### config.mk
export PLATFORM = sky130hd
export DESIGN_NAME = bcd_scan_counter
export DESIGN_NICKNAME = d
export VERILOG_FILES = /design/src/rtl/bcd_scan_counter.sv
export SDC_FILE = /design/constraint.sdc
export NUM_CORES = 1
export LEC_CHECK = 0
export CAP_MARGIN = 40
export CORE_MARGIN = 2
export CORE_UTILIZATION = 44
export CTS_BUF_LIST = sky130_fd_sc_hd__clkbuf_16
export DETAILED_ROUTE_END_ITERATION = 6
export DONT_BUFFER_PORTS = 1
export PLACE_DENSITY = 0.58
export SETUP_SLACK_MARGIN = 0.5
export SLEW_MARGIN = 20
export SYNTH_ARGS = -nofsm -noshare
export SYNTH_HDL_FRONTEND = slang
export SYNTH_SLANG_ARGS = --single-unit
### constraint.sdc
create_clock -name clk -period 3.9 [get_ports clk]
set_input_delay 0.39 -clock clk [delete_from_list [all_inputs] [get_ports clk]]
set_output_delay 0.39 -clock clk [all_outputs]
set_load 0.02 [all_outputs]
### src/rtl/bcd_scan_counter.sv
// -----------------------------------------------------------------------------
// bcd_scan_counter
//   Four-digit BCD up/down counter feeding a time-multiplexed common-anode
//   display through an external BCD-to-7-segment decoder. Each digit position
//   is selected for SCAN_DIV clock cycles in turn (units first). Leading zeros
//   can be blanked through the decoder's active-low enable.
//
// Parameters
//   SCAN_DIV  clk cycles each digit stays selected (2 .. 2^20)
//   BLANK_LZ  1 = blank leading zeros, 0 = always show all four digits
//
// Ports
//   clk       system clock, rising edge
//   rst_n     asynchronous active-low reset
//   clr       synchronous clear of the count (highest priority)
//   load      synchronous load of load_val (rejected if any nibble > 9)
//   load_val  four BCD nibbles, [15:12] thousands .. [3:0] units
//   cnt_en    count one step this cycle
//   up        1 = increment, 0 = decrement
//   disp_en   0 = all digits dark
//   count     current BCD count (registered)
//   carry     one-cycle pulse on wrap in either direction (registered)
//   load_err  one-cycle pulse when a load is rejected (registered)
//   digit     BCD nibble of the selected digit, to the decoder input
//   n_en      active-low decoder enable, 1 = blank
//   an_n      active-low digit select, bit i = digit i (0 = units)
// -----------------------------------------------------------------------------
module bcd_scan_counter #(
    parameter int unsigned SCAN_DIV = 50000,
    parameter bit          BLANK_LZ = 1'b1
) (
    input  logic        clk,
    input  logic        rst_n,
    input  logic        clr,
    input  logic        load,
    input  logic [15:0] load_val,
    input  logic        cnt_en,
    input  logic        up,
    input  logic        disp_en,
    output logic [15:0] count,
    output logic        carry,
    output logic        load_err,
    output logic [3:0]  digit,
    output logic        n_en,
    output logic [3:0]  an_n
);

    localparam int unsigned      DIV_W    = (SCAN_DIV > 2) ? $clog2(SCAN_DIV) : 1;
    localparam logic [DIV_W-1:0] DIV_LAST = DIV_W'(SCAN_DIV - 1);

    // True when every nibble of v is a legal BCD digit.
    function automatic logic bcd_valid(input logic [15:0] v);
        logic ok;
        ok = 1'b1;
        for (int i = 0; i < 4; i++) begin
            if (v[4*i +: 4] > 4'd9) begin
                ok = 1'b0;
            end else begin
                ok = ok;
            end
        end
        return ok;
    endfunction

    // One BCD step; bit 16 is set when the step ripples out of the thousands
    // digit, i.e. on 9999->0000 (inc) or 0000->9999 (dec).
    function automatic logic [16:0] bcd_step(input logic [15:0] v, input logic inc);
        logic [15:0] r;
        logic        c;
        r = v;
        c = 1'b1;
        for (int i = 0; i < 4; i++) begin
            if (c) begin
                if (inc) begin
                    if (v[4*i +: 4] == 4'd9) begin
                        r[4*i +: 4] = 4'd0;
                        c           = 1'b1;
                    end else begin
                        r[4*i +: 4] = v[4*i +: 4] + 4'd1;
                        c           = 1'b0;
                    end
                end else begin
                    if (v[4*i +: 4] == 4'd0) begin
                        r[4*i +: 4] = 4'd9;
                        c           = 1'b1;
                    end else begin
                        r[4*i +: 4] = v[4*i +: 4] - 4'd1;
                        c           = 1'b0;
                    end
                end
            end else begin
                r[4*i +: 4] = v[4*i +: 4];
            end
        end
        return {c, r};
    endfunction

    logic [15:0]      count_q,    count_d;
    logic             carry_q,    carry_d;
    logic             load_err_q, load_err_d;
    logic [DIV_W-1:0] div_q,      div_d;
    logic [1:0]       idx_q,      idx_d;
    logic [16:0]      step_s;
    logic [3:0]       digit_s;
    logic             upper_zero_s;

    // Counter next state: clr beats load beats cnt_en; a rejected load also
    // swallows any cnt_en in the same cycle.
    always_comb begin
        count_d    = count_q;
        carry_d    = 1'b0;
        load_err_d = 1'b0;
        step_s     = bcd_step(count_q, up);
        if (clr) begin
            count_d = 16'h0000;
        end else if (load) begin
            if (bcd_valid(load_val)) begin
                count_d = load_val;
            end else begin
                load_err_d = 1'b1;
            end
        end else if (cnt_en) begin
            count_d = step_s[15:0];
            carry_d = step_s[16];
        end else begin
            count_d = count_q;
        end
    end

    // Scan divider and digit index; free-running regardless of display state.
    always_comb begin
        div_d = div_q;
        idx_d = idx_q;
        if (div_q == DIV_LAST) begin
            div_d = '0;
            idx_d = idx_q + 2'd1;
        end else begin
            div_d = div_q + DIV_W'(1);
            idx_d = idx_q;
        end
    end

    // State registers with asynchronous reset.
    always_ff @(posedge clk or negedge rst_n) begin
        if (!rst_n) begin
            count_q    <= 16'h0000;
            carry_q    <= 1'b0;
            load_err_q <= 1'b0;
            div_q      <= '0;
            idx_q      <= 2'd0;
        end else begin
            count_q    <= count_d;
            carry_q    <= carry_d;
            load_err_q <= load_err_d;
            div_q      <= div_d;
            idx_q      <= idx_d;
        end
    end

    // Digit mux and "this nibble and all above it are zero" detect.
    always_comb begin
        digit_s      = 4'h0;
        upper_zero_s = 1'b0;
        case (idx_q)
            2'd0: begin
                digit_s      = count_q[3:0];
                upper_zero_s = 1'b0;   // units are never blanked
            end
            2'd1: begin
                digit_s      = count_q[7:4];
                upper_zero_s = (count_q[15:4] == 12'h000);
            end
            2'd2: begin
                digit_s      = count_q[11:8];
                upper_zero_s = (count_q[15:8] == 8'h00);
            end
            2'd3: begin
                digit_s      = count_q[15:12];
                upper_zero_s = (count_q[15:12] == 4'h0);
            end
            default: begin
                digit_s      = 4'h0;
                upper_zero_s = 1'b0;
            end
        endcase
    end

    // Display outputs are combinational from registered state so a count
    // change shows up on digit in the same cycle count updates.
    assign digit    = digit_s;
    assign an_n     = disp_en ? ~(4'b0001 << idx_q) : 4'b1111;
    assign n_en     = ~disp_en | (BLANK_LZ & upper_zero_s);
    assign count    = count_q;
    assign carry    = carry_q;
    assign load_err = load_err_q;

endmodule
==> reports/metrics.yaml <==
logic_synthesis:
  syn_avg_cell_area_um2: 8.86
  synthTopCellsByArea: "dfrtp_1 35%, ha_1 7.2%, nand2_1 4.5%, xor2_1 4.4%, nor2_1 4.0%"
  synth.top_cell.area_share_pct: 34.6
  ys_warn_count: 0
  syn-num-nets: 332
  yosys.area.top_type: "dfrtp_1"
  synth_area_um2: 2600
  synth_edf_count: 0
  synth_seq_area_share_pct: 34.6
  synth-seq-cells: 36
  synthArstFlopShare_pct: 100
  ys.flop_type: "dfrtp_1"
  synthCells: 294
  yosys.cell_types.count: 61
flow_run:
  cap_violations: 0
setup_path:
  crit_start: "count[5]"
  worstSetupPathType: "register to primary output"
  crit_arrival_ps: 2410
  crit_fanout: 6
  cp-start-kind: "register"
  r2r_start: "count[0]"
  end_kind: "primary output"
  critPathRequiredTime_ps: 3510
drt:
  drtIter0Drc: 133
  routed_wl_um: 6420
  drtAntennaViolNets: 0
  via_count: 2163
  viasPerCell: 5.94
  wl_per_cell_um: 17.6
  drc: 0
  first_pass_iters: 4
layout:
  layout_common_cells: "36 x dfrtp_1, 31 x nand2_1, 28 x nor2_1"
  seq_area_um2: 901
  layout-drive-gt1-share_pct: 6.57
  nNetsFinal: 327
  multiInputGateArea_um2: 1580
  n_fill_cell: 581
  layout_commonest_cell: "dfrtp_1"
  syn_to_final_growth_pct: 7.64
  antenna_cells: 0
clock_tree:
  tritoncts: "built"
  cts_buffer_depth: 2
  cts_setup_buffers: 0
  numClockSinks: 36
  cts_buffers: 5
  clk_pin_slew_ps: 60
  htreeDepth: 2
  insertion_delay_ps: 280
  root_buffer: "clkbuf_16"
power_and_ir_drop:
  power.leakage_nw: 1.22
  ir_drop_v: 0.000178
  p_per_area_nw_per_um2: 395
die:
  rows: 28
  ios: 50
  die_area_um2: 6550
  core-area_um2: 5820
  initial_utilization_pct: 44.8
  die-width_um: 80.9
  die_h_um: 80.9
timing:
  fin_crit_ps: 2800
  fin_skew_ps: 6.62
  final.setup.tns_ps: 0
  rsz0062_at_grt: "no"
  max_slew_margin_pct: 46.5
  worst_pin_slew_ps: 795
  slew_violations: 0
  post-route-period-util_pct: 71.7
  setup_violations: 0
  fmaxAchievable_ghz: 0.358
  hold_viol_final: 0
  setup_ws_ps: 1100
placement:
  post-place-ws_ps: 1220
  gp_congestion: 0.789
  port_buffers: 0
  dpl.hpwl_um: 4680
global_route:
  antenna_found_initial: 0
  grt.total_usage_pct: 20.5
  grt_max_degree: 37
  grt_pass1_vias: 2111
  grt_pass1_wl_um: 10200
  grt-ovfl-total: 0
min_path:
  hp-class: "input pin to register"
  worstHoldStart: "cnt_en"
outcome:
  status: "complete, no violations"
-- synth_stat cells, drive strengths merged, types with 2 or more instances --
library cell  number
nand2b             3
nor2              28
nand2             31
mux2i              8
a31oi              6
ha                15
xor2              13
a21boi             2
o31ai              5
nor3b              4
or3                4
nand4b             2
clkbuf            10
dfrtp             36
a32oi              2
o21ai             14
nand4              6
nor2b              4
a21o               2
xnor2              9
nor3               6
and2               3
nand3             11
a311oi             2
a22o               2
buf                6
mux2               4
and3               3
inv               13
a21oi              9
a222oi             4
a22oi              4
a2bb2oi            2
-- cell families after synthesis --
family / share of synthesized area [%]
AND/OR/NAND/NOR: 21.9
XOR/XNOR: 7.40
adder cells (fa/ha/maj): 7.21
buffers and inverters: 4.80
flip-flops: 34.6
multiplexers: 5.96
AO/OA/AOI/OAI: 18.2
-- sequential cells by signal (all words and copies together), names as in the netlist --
signal and flops:
carry 1, count 16, idx_q 2, load_err 1, div_q 16
-- worst paths after layout --
check                      slack, ps         to  cells past startpoint
min reg2reg                      480   div_q[0]                      1
min                              260      carry                      2
min in group asynchronous        560  count[12]                      2
max                             1100       n_en                      6
max reg2reg                     1200  count[14]                      7
max in group asynchronous       3160   div_q[2]                      2
-- per-layer routing --
metal / part of all wire (%) / global-route usage (%) / vias to the layer above
met5: 0 / 0 / -
met4: 1.4 / 5.59 / 0
met3: 6.9 / 5.78 / 10
met2: 47 / 34.1 / 67
met1: 45 / 26.1 / 1039
li1: - / - / 1047
-- critical path, cell delays in order, from the launching register on --
cell and delay [ps]:
dfrtp_1 510, inv_1 160, ha_1 240, nor3b_1 290, a21o_1 170, a21oi_1 60, o31ai_1 690
-- timing repair --
action	CTS	global route
hold endpoints to repair	36	0
resized for setup	0	0
hold buffers	2	0
-- stage by stage --
step	utilization [%]	instance area, µm²	total power (W)	cells	hold WS (ps)
after floorplan	-	2600	0.000683	294	94.4
after global placement	45.4	2640	0.000723	355	95.5
after detailed placement	45.4	2640	0.000725	355	95.5
after CTS	48.2	2800	0.00112	364	252
after global routing	48.2	2800	0.00117	364	266
final	48.2	2800	0.00111	364	255
-- layout make-up --
type                       instances  area share (%)
timing repair buffer               4            1.61
inverter                          14            1.87
multi-input combinational        228            56.3
sequential                        36            32.1
clock inverter                     2           0.268
clock buffer                       5            4.46
tap                               75            3.35
-- report_power, final --
part	switching, W	total (W)	leakage, nW	internal, W
registers	0.000103	0.000500	0.468	0.000398
logic	0.000121	0.000230	0.690	0.000109
clock network	0.000147	0.000376	0.0648	0.000228
(Power assumes the default switching activity.)
